## src/rtl/axis2fib_txctrl_gen_if.sv

```systemverilog
// AXI-Stream slave bundle feeding the bridge TX control block.
// The master modport belongs to the frame source; the slave modport to the TX control.
interface axis2fib_txctrl_gen_if #(
  parameter int DATA_WIDTH = 64,
  parameter int KEEP_WIDTH = DATA_WIDTH/8
);
  logic [DATA_WIDTH-1:0] tdata;
  logic [KEEP_WIDTH-1:0] tkeep;
  logic                  tvalid;
  logic                  tlast;
  logic                  tuser;
  logic                  tready;

  modport master (
    output tdata, tkeep, tvalid, tlast, tuser,
    input  tready
  );

  modport slave (
    input  tdata, tkeep, tvalid, tlast, tuser,
    output tready
  );
endinterface

```

## src/rtl/axis2fib_txctrl_gen.sv

```systemverilog
// AXI-Stream to bridge TX FIFO control. Streams frame beats into the TX data FIFO
// with one cycle of latency and, after each frame, writes a status word
// (byte count plus oversize / keep / tuser error flags) into the byte-count FIFO.
// tready is registered; the almost-full margin absorbs its one-cycle lag.
module axis2fib_txctrl_gen #(
  parameter int DATA_WIDTH      = 64,
  parameter int KEEP_WIDTH      = DATA_WIDTH/8,
  parameter int DATA_PTR        = 8,
  parameter int DATA_DEPTH      = 512,
  parameter int AFULL_MARGIN    = 4,
  parameter int BCNT_WIDTH      = 32,
  parameter int MAX_FRAME_BYTES = 1518
) (
  input  logic                  clk,
  input  logic                  reset,
  axis2fib_txctrl_gen_if.slave  s_axis,
  output logic [DATA_WIDTH-1:0] wr2_txdata_fifo,
  output logic                  txdata_wrreq,
  input  logic                  txdata_wrfull,
  input  logic [DATA_PTR:0]     txdata_wrusedw,
  output logic [BCNT_WIDTH-1:0] wr2_txwbcnt_fifo,
  output logic                  txwbcnt_wrreq,
  input  logic                  txwbcnt_wrfull,
  output logic                  bcnt_more_than_max,
  output logic [15:0]           frame_cnt,
  output logic [2:0]            axis_wr_state
);

  localparam int PW = $clog2(KEEP_WIDTH + 1);
  localparam logic [DATA_PTR+1:0] DEPTH_L = (DATA_PTR+2)'(DATA_DEPTH);
  localparam logic [DATA_PTR+1:0] AFULL_L = (DATA_PTR+2)'(AFULL_MARGIN);
  localparam logic [16:0]         MAX_L   = 17'(MAX_FRAME_BYTES);

  typedef enum logic [2:0] {
    IDLE = 3'b001,
    DATA = 3'b010,
    STAT = 3'b100
  } state_t;

  // Number of enabled bytes in a beat.
  function automatic logic [PW-1:0] popcount(input logic [KEEP_WIDTH-1:0] k);
    logic [PW-1:0] c;
    c = '0;
    for (int i = 0; i < KEEP_WIDTH; i++) c = c + PW'(k[i]);
    return c;
  endfunction

  // Byte counter add that sticks at 16'hFFFF instead of wrapping.
  function automatic logic [15:0] sat_add16(input logic [15:0] a, input logic [PW-1:0] b);
    logic [16:0] s;
    s = {1'b0, a} + 17'(b);
    return s[16] ? 16'hFFFF : s[15:0];
  endfunction

  state_t                  state_p1;
  logic                    tready_p1;
  logic                    vld_p1;
  logic [DATA_WIDTH-1:0]   data_p1;
  logic [15:0]             bcnt_p1;
  logic                    oversize_p1;
  logic                    keep_err_p1;
  logic                    tuser_err_p1;
  logic                    stat_vld_p1;
  logic [BCNT_WIDTH-1:0]   stat_p1;
  logic [15:0]             frame_cnt_p1;

  logic                    accept_p0;
  logic [PW-1:0]           pop_p0;
  logic [16:0]             sum_p0;
  logic [KEEP_WIDTH-1:0]   keep_inc_p0;
  logic                    keep_bad_p0;
  logic [DATA_PTR+1:0]     free_p0;
  logic                    space_ok_p0;
  logic [BCNT_WIDTH-1:0]   status_p0;

  // ---- stage p0: beat qualification, byte accounting, FIFO space ----
  assign accept_p0   = s_axis.tvalid && tready_p1;
  assign pop_p0      = popcount(s_axis.tkeep);
  assign sum_p0      = {1'b0, bcnt_p1} + 17'(pop_p0);
  assign keep_inc_p0 = s_axis.tkeep + KEEP_WIDTH'(1);
  assign keep_bad_p0 = (s_axis.tkeep == '0) ||
                       (!s_axis.tlast && (s_axis.tkeep != '1)) ||
                       (s_axis.tlast && ((s_axis.tkeep & keep_inc_p0) != '0));
  assign free_p0     = DEPTH_L - {1'b0, txdata_wrusedw};
  assign space_ok_p0 = !txdata_wrfull && (free_p0 > AFULL_L);

  // Assemble the status word from the accumulated frame state; unused upper bits stay zero.
  always_comb begin
    status_p0        = '0;
    status_p0[15:0]  = bcnt_p1;
    status_p0[16]    = oversize_p1;
    status_p0[17]    = keep_err_p1;
    status_p0[18]    = tuser_err_p1;
  end

  // ---- stage p1: frame FSM, data write strobe, status write ----
  // A reset mid-frame drops the partial frame: counters and flags restart and no status is written.
  always_ff @(posedge clk or posedge reset) begin
    if (reset) begin
      state_p1     <= IDLE;
      tready_p1    <= 1'b0;
      vld_p1       <= 1'b0;
      data_p1      <= '0;
      bcnt_p1      <= '0;
      oversize_p1  <= 1'b0;
      keep_err_p1  <= 1'b0;
      tuser_err_p1 <= 1'b0;
      stat_vld_p1  <= 1'b0;
      stat_p1      <= '0;
      frame_cnt_p1 <= '0;
    end else begin
      vld_p1      <= accept_p0;
      stat_vld_p1 <= 1'b0;
      if (accept_p0) data_p1 <= s_axis.tdata;
      case (state_p1)
        IDLE: begin
          tready_p1 <= 1'b0;
          // Some FIFO IPs hold full high while in reset; wait for it to clear.
          if (!txdata_wrfull) begin
            state_p1     <= DATA;
            bcnt_p1      <= '0;
            oversize_p1  <= 1'b0;
            keep_err_p1  <= 1'b0;
            tuser_err_p1 <= 1'b0;
          end
        end
        DATA: begin
          tready_p1 <= space_ok_p0 && !(accept_p0 && s_axis.tlast);
          if (accept_p0) begin
            bcnt_p1 <= sat_add16(bcnt_p1, pop_p0);
            if (sum_p0 > MAX_L) oversize_p1  <= 1'b1;
            if (keep_bad_p0)    keep_err_p1  <= 1'b1;
            if (s_axis.tuser)   tuser_err_p1 <= 1'b1;
            if (s_axis.tlast)   state_p1     <= STAT;
          end
        end
        STAT: begin
          tready_p1 <= 1'b0;
          if (!txwbcnt_wrfull) begin
            stat_vld_p1  <= 1'b1;
            stat_p1      <= status_p0;
            frame_cnt_p1 <= frame_cnt_p1 + 16'd1;
            bcnt_p1      <= '0;
            oversize_p1  <= 1'b0;
            keep_err_p1  <= 1'b0;
            tuser_err_p1 <= 1'b0;
            state_p1     <= DATA;
          end
        end
        default: begin
          state_p1  <= IDLE;
          tready_p1 <= 1'b0;
        end
      endcase
    end
  end

  assign s_axis.tready      = tready_p1;
  assign wr2_txdata_fifo    = data_p1;
  assign txdata_wrreq       = vld_p1;
  assign wr2_txwbcnt_fifo   = stat_p1;
  assign txwbcnt_wrreq      = stat_vld_p1;
  assign bcnt_more_than_max = oversize_p1;
  assign frame_cnt          = frame_cnt_p1;
  assign axis_wr_state      = state_p1;

endmodule

```

## src/flat_wrapper.sv

```systemverilog
// flat-port wrapper written by rule: the top's interface ports become plain ports
module axis2fib_txctrl_gen_flat 
#(
  parameter int DATA_WIDTH      = 64,
  parameter int KEEP_WIDTH      = DATA_WIDTH/8,
  parameter int DATA_PTR        = 8,
  parameter int DATA_DEPTH      = 512,
  parameter int AFULL_MARGIN    = 4,
  parameter int BCNT_WIDTH      = 32,
  parameter int MAX_FRAME_BYTES = 1518
)
  (clk, reset, wr2_txdata_fifo, txdata_wrreq, txdata_wrfull, txdata_wrusedw, wr2_txwbcnt_fifo, txwbcnt_wrreq, txwbcnt_wrfull, bcnt_more_than_max, frame_cnt, axis_wr_state, s_axis_tdata, s_axis_tkeep, s_axis_tvalid, s_axis_tlast, s_axis_tuser, s_axis_tready);
  axis2fib_txctrl_gen_if #(.DATA_WIDTH(DATA_WIDTH), .KEEP_WIDTH(KEEP_WIDTH)) s_axis_i ();
  input  logic clk;
  input  logic reset;
  output logic [DATA_WIDTH-1:0] wr2_txdata_fifo;
  output logic txdata_wrreq;
  input  logic txdata_wrfull;
  input  logic [DATA_PTR:0] txdata_wrusedw;
  output logic [BCNT_WIDTH-1:0] wr2_txwbcnt_fifo;
  output logic txwbcnt_wrreq;
  input  logic txwbcnt_wrfull;
  output logic bcnt_more_than_max;
  output logic [15:0] frame_cnt;
  output logic [2:0] axis_wr_state;
  input wire logic [$bits(s_axis_i.tdata)-1:0] s_axis_tdata;
  input wire logic [$bits(s_axis_i.tkeep)-1:0] s_axis_tkeep;
  input wire logic [$bits(s_axis_i.tvalid)-1:0] s_axis_tvalid;
  input wire logic [$bits(s_axis_i.tlast)-1:0] s_axis_tlast;
  input wire logic [$bits(s_axis_i.tuser)-1:0] s_axis_tuser;
  output wire logic [$bits(s_axis_i.tready)-1:0] s_axis_tready;
  assign s_axis_i.tdata = s_axis_tdata;
  assign s_axis_i.tkeep = s_axis_tkeep;
  assign s_axis_i.tvalid = s_axis_tvalid;
  assign s_axis_i.tlast = s_axis_tlast;
  assign s_axis_i.tuser = s_axis_tuser;
  assign s_axis_tready = s_axis_i.tready;
  axis2fib_txctrl_gen #(.DATA_WIDTH(DATA_WIDTH), .KEEP_WIDTH(KEEP_WIDTH), .DATA_PTR(DATA_PTR), .DATA_DEPTH(DATA_DEPTH), .AFULL_MARGIN(AFULL_MARGIN), .BCNT_WIDTH(BCNT_WIDTH), .MAX_FRAME_BYTES(MAX_FRAME_BYTES)) u_core (.clk(clk), .reset(reset), .s_axis(s_axis_i), .wr2_txdata_fifo(wr2_txdata_fifo), .txdata_wrreq(txdata_wrreq), .txdata_wrfull(txdata_wrfull), .txdata_wrusedw(txdata_wrusedw), .wr2_txwbcnt_fifo(wr2_txwbcnt_fifo), .txwbcnt_wrreq(txwbcnt_wrreq), .txwbcnt_wrfull(txwbcnt_wrfull), .bcnt_more_than_max(bcnt_more_than_max), .frame_cnt(frame_cnt), .axis_wr_state(axis_wr_state));
endmodule
```

## config.mk

```make
export PLATFORM = sky130hd
export DESIGN_NAME = axis2fib_txctrl_gen_flat
export DESIGN_NICKNAME = d
export VERILOG_FILES = /design/src/rtl/axis2fib_txctrl_gen_if.sv /design/src/rtl/axis2fib_txctrl_gen.sv /design/src/flat_wrapper.sv
export SDC_FILE = /design/constraint.sdc
export NUM_CORES = 1
export LEC_CHECK = 0
export CORE_MARGIN = 1
export CORE_UTILIZATION = 42
export CTS_BUF_LIST = sky130_fd_sc_hd__clkbuf_8
export DETAILED_ROUTE_END_ITERATION = 7
export PLACE_DENSITY = 0.78
export SETUP_SLACK_MARGIN = 0.02
export SLEW_MARGIN = 30
export SYNTH_ARGS = -nofsm -noshare
export SYNTH_HDL_FRONTEND = slang
export SYNTH_SLANG_ARGS = --single-unit
```

## constraint.sdc

```tcl
create_clock -name clk -period 4.4 [get_ports clk]
set_input_delay 0.88 -clock clk [delete_from_list [all_inputs] [get_ports clk]]
set_output_delay 0.88 -clock clk [all_outputs]
set_load 0.005 [all_outputs]
```

# Word-level counts from Yosys, hierarchy flattened
# Index checks and enable logic that the tools add are counted.
# Widths: inputs -> output; s select.
# word_totals
regBits	124
in_bits	88
wordCells	81
# op_classes
addsub	11
magnitude_cmp	2
n_eq_ne	11
n_mux	24
n_bitwise	2
reduce_logical	20
# op_table
cell	count
$mux 16	4
$pmux 16 s3	1
$add 4x1->4	6
$add 16x4->17	1
$gt 17x11->1 const B	1
$add 16x1->16 const B	1
$reduce_and 5->1	3
$mux 3	4
$mux 1	11
$gt 10x3->1 const B	1
$sub 10x9->10 const A	1
$pmux 1 s3	3
$pmux 3 s3	1
$add 8x1->8 const B	1
$and 8x8->8	1
$logic_not 8->1	1
$ne 2x2->1 const B	4
$ne 8x8->1 const B	1
$reduce_and 4->1	2
$reduce_bool 8->1	1
$logic_and 1x1->1	6
$ne 2x1->1 const B	3
$eq 3x1->1 const B	1
$eq 3x2->1 const B	1
7 further kinds	10

# Logic depth before layout (Yosys ltp)
# depth
ltp_word	12
mapped_depth	17

# Worst setup path after synthesis
# No wires, ideal clock.
# synth_path
path_type	input to register
startpoint	input port s_axis_tkeep[0]
endpoint	register u_core.oversize_p1 (netlist: u_core.bcnt_more_than_max)
arrival_ns	4.676
required_time_ns	4.276
setup_slack_ns	-0.400
path_stages	15
n_path_buf	0
path_cell_list	inv_1 -> ha_1 -> inv_1 -> fa_1 -> fa_1 -> fa_1 -> fa_1 -> inv_1 -> ha_1 -> a211oi_1 -> o21bai_1 -> nand4_1 -> mux2_2 -> nor4b_2 -> o2bb2ai_1
# synth_via
elab_chain_cells	11
# synth_rtl
element	line	source
from (decl)	flat_wrapper.sv:27	input wire logic [$bits(s_axis_i.tkeep)-1:0] s_axis_tkeep;
$add 1x1->2	axis2fib_txctrl_gen.sv:44	for (int i = 0; i < KEEP_WIDTH; i++) c = c + PW'(k[i]);
$add 4x1->4 (6 in series)	axis2fib_txctrl_gen.sv:44	
$add 16x4->17	axis2fib_txctrl_gen.sv:79	assign sum_p0 = {1'b0, bcnt_p1} + 17'(pop_p0);
$gt 17x11->1	axis2fib_txctrl_gen.sv:131	if (sum_p0 > MAX_L) oversize_p1 <= 1'b1;
$ne 2x1->1 (no source line)	--	
$reduce_and 5->1 (no source line)	--	
to (signal assigned)	axis2fib_txctrl_gen.sv:105	oversize_p1 <= 1'b0;
to (signal assigned)	axis2fib_txctrl_gen.sv:131	
to (signal assigned)	axis2fib_txctrl_gen.sv:144	oversize_p1 <= 1'b0;
to (decl)	axis2fib_txctrl_gen.sv:60	logic oversize_p1;
# No other way between the ends.
# A chain may end at the register's enable or synchronous reset.

# Worst setup path in the final report
# layout_path
startpoint	input port s_axis_tkeep[0]
endpoint	register u_core.bcnt_p1[9]
# layout_via
elab_chain_cells	11
# layout_rtl
element	line	source
$add 1x1->2	axis2fib_txctrl_gen.sv:44	
$add 4x1->4 (6 in series)	axis2fib_txctrl_gen.sv:44	
$add 16x4->17	axis2fib_txctrl_gen.sv:51	s = {1'b0, a} + 17'(b);
$mux 16	axis2fib_txctrl_gen.sv:52	return s[16] ? 16'hFFFF : s[15:0];
$mux 16	axis2fib_txctrl_gen.sv:129	if (accept_p0) begin
$pmux 16 s3	axis2fib_txctrl_gen.sv:115	case (state_p1)
to (signal assigned)	axis2fib_txctrl_gen.sv:130	bcnt_p1 <= sat_add16(bcnt_p1, pop_p0);
to (decl)	axis2fib_txctrl_gen.sv:59	logic [15:0] bcnt_p1;
# No other way between the ends. The select of a mux whose other input is x is not followed.

==> metrics.yaml <==
violations: "negative setup slack"
tightest_slew_ns: 0.811
synthCells: 457
nFillCells: 1035
synth-compound-area-share_pct: 7.09
whs_path_depth: 1
place_congestion: 0.836
r2r-start: "u_core.bcnt_p1[0]$_DFFE_PP0P_"
path_buf_inv: 4
stdcell_count: 871
drc: 0
required_ns: 4.75
synth_area_mm2: 0.00574
tritoncts: "yes"
critPathLaunchType: "input port"
yosys.area.top_type_share_pct: 53.6
htreeDepth: 4
wirelength_mm: 14.3
cts_root_buf: "clkbuf_8"
crit_chain: "buf_12 -> inv_12 -> ha_4 -> inv_2 -> fa_1 -> fa_1 -> fa_2 -> fa_2 -> fa_2 -> nand2b_4 -> a211oi_4 -> nand4_1 -> buf_6 -> a21oi_2 -> nor2_1 -> a211oi_2"
coreArea_mm2: 0.0133
grt_overflow: 0
status: "finished with violations"
setup_viol: 5
grt_max_degree: 75
via_per_inst: 5.10
report.final.slew_viol_count: 0
critPathMaxFanout: 5
die_h_um: 119
hold_start: "u_core.frame_cnt[15]$_DFFE_PP0P_"
floorplan.initialDensity_pct: 43.2
layout.nets: 785
stdcell_area_mm2: 0.00854
path_common_cell: "fa_2"
cellLeakagePower_nw: 3.76
ys_ff_latch: 124
setup_tns_ns: -0.0418
critPathMaxStageDelay_ns: 0.50
drtAntennaViolNets: 0
grt_usage_pct: 20.9
grt_pass1_vias: 4615
startpoint: "s_axis_tkeep[0]"
dp_cells: 834
yosys.area_share.simple_pct: 9.40
power_mw: 3.89
drtIter0Drc: 174
hold_class: "flip-flop to flip-flop"
whs_ns: 0.480
setup_ws_ns: -0.0123
die_area_mm2: 0.0141
ys_warn_count: 0
max_freq_mhz: 227
crit_family: "adder cells"
synthMuxAreaShare_pct: 17.1
first_pass_iters: 4
hpwl_mm: 10.2
synthTopCellsByArea: "dfrtp_1 (54%), mux2_2 (17%), ha_1 (2.2%), xnor2_1 (1.8%), xor2_1 (1.8%)"
detail_route.wl_per_cell_um: 16.4
num_antenna_cells: 0
pre_cts_slack_ns: -1.15
yosysTopAreaCell: "dfrtp_1"
fin_skew_ns: 0.00896
synth_fa_ha_area_share_pct: 3.92
cp_slowest_cell: "fa_1"
irDropWorstVdd_uv: 206
seq_area_mm2: 0.00310
synth_top_family_by_area: "multiplexers"
holdBufCountCts: 0
clock_sinks: 124
placed_area_mm2: 0.00804
io_pins: 207
antenna_found_initial: 0
reg2reg_depth: 10
rows: 42
grt_pass1_wl_mm: 23.0
period_share_pct: 100
seq_area_frac_synth_pct: 54.1
clkLatencyLatePin_ns: 0.44
hold_viol: 0
synth_edf_count: 0
multi_input_area_mm2: 0.00253
area_growth_pct: 48.8
synth_xor_area_share_pct: 3.66
synth_async_sr_flop_share_pct: 100
ys_types: 55
final_util_pct: 64.2
path_class: "input port to flip-flop"
slew_headroom_pct: 45.7
power_density_mw_per_mm2: 456
syn-mean-instance-area_um2: 12.6
rsz0062_at_grt: "true"
die_width_um: 119
drv_cap: 0
cp_data_arrival_time_ns: 4.76
cts_max_path_buffers: 2
cp_num_cells: 16
worstSetupEndpointType: "flip-flop"
period_needed_ns: 4.41
vias: 4439
drive_gt1_share_pct: 27.5
io_buffer_count: 191
cts_made_buffers: 17
synth_ff_type: "dfrtp_1"
clk_pin_slew_ns: 0.07
[power breakdown]
group / switching [mW] / internal (mW)
clock network: 0.423 / 0.517
registers: 0.177 / 1.45
logic: 0.426 / 0.897
[synthesized netlist by cell type, types with 6 or more instances]
| cell type | count |
|---|---|
| a211oi_1 | 6 |
| a21oi_1 | 20 |
| a31oi_1 | 8 |
| and3_1 | 7 |
| buf_2 | 9 |
| buf_4 | 13 |
| dfrtp_1 | 123 |
| ha_1 | 10 |
| inv_1 | 25 |
| mux2_2 | 86 |
| nand2_1 | 17 |
| nand3_1 | 8 |
| nand4_1 | 8 |
| nor2_1 | 19 |
| o21ai_0 | 8 |
| xnor2_1 | 12 |
| xor2_1 | 12 |
[registers in the layout (all words and copies together) (netlist names)]
register and count:
u_core.s_axis.tready 1, u_core.bcnt_p1 16, u_core.tuser_err_p1 1, u_core.txwbcnt_wrreq 1
u_core.frame_cnt 16, u_core.keep_err_p1 1, u_core.wr2_txwbcnt_fifo 19, u_core.wr2_txdata_fifo 64
u_core.axis_wr_state 3, u_core.txdata_wrreq 1, u_core.bcnt_more_than_max 1
[cell families after synthesis]
| logic type | Yosys count |
|---|---|
| DFF | 124 |
| and+or+nand+nor | 89 |
| muxes | 87 |
| AOI/OAI and AO/OA | 61 |
| buffers and inverters | 56 |
| xor gates and xnor gates | 24 |
| adders and majority gates | 15 |
| other | 1 |
[per-layer routing]
metal	wire [um]	share of wire, %	GRT usage (%)
met2	7240	51	36.3
met1	5850	41	24.1
met3	739	5.2	5.03
met5	0	0	0
met4	466	3.3	10.2
[layout make-up]
| type | count | area share [%] |
|---|---|---|
| clock buffers | 19 | 3.06 |
| clock inverters | 13 | 1.32 |
| inverters | 25 | 1.33 |
| multi-input cells | 289 | 29.6 |
| flip-flops and latches | 124 | 36.4 |
| well taps | 176 | 2.58 |
| repair buffers | 225 | 25.7 |
[path summary, 6_finish.rpt]
check	slack, ns	end
worst min-delay path	0.48	u_core.frame_cnt[15]$_DFFE_PP0P_
worst min register to register	0.48	u_core.frame_cnt[15]$_DFFE_PP0P_
worst max register to register	1.99	u_core.bcnt_p1[9]$_DFFE_PP0P_
worst max-delay path	-0.01	u_core.bcnt_p1[9]$_DFFE_PP0P_
min in group asynchronous	0.92	u_core.txdata_wrreq$_DFF_PP0_
max in group asynchronous	2.69	u_core.axis_wr_state[0]$_DFFE_PP1P_
[timing repair]
action,4_1_cts,5_1_grt
setup endpoints to repair,17,17
pin swaps,9,14
gates resized for setup,16,17
setup buffers,4,2
[placed cells by master, fill, tap and decap left out, drive strengths merged, types with 5 or more instances in the layout]
cell and instances:
a21oi 20, fa 5, mux2 86, buf 36, and3 8, a31oi 8, inv 32, nand3 11
dfrtp 123, clkdlybuf4s50 187, xor2 12, ha 10, nor3 5, a211oi 7, conb 13, nand4 9
nand2 17, xnor2 12, nor2 20, o21ai 8, clkbuf 19
(Power assumes the default switching activity.)
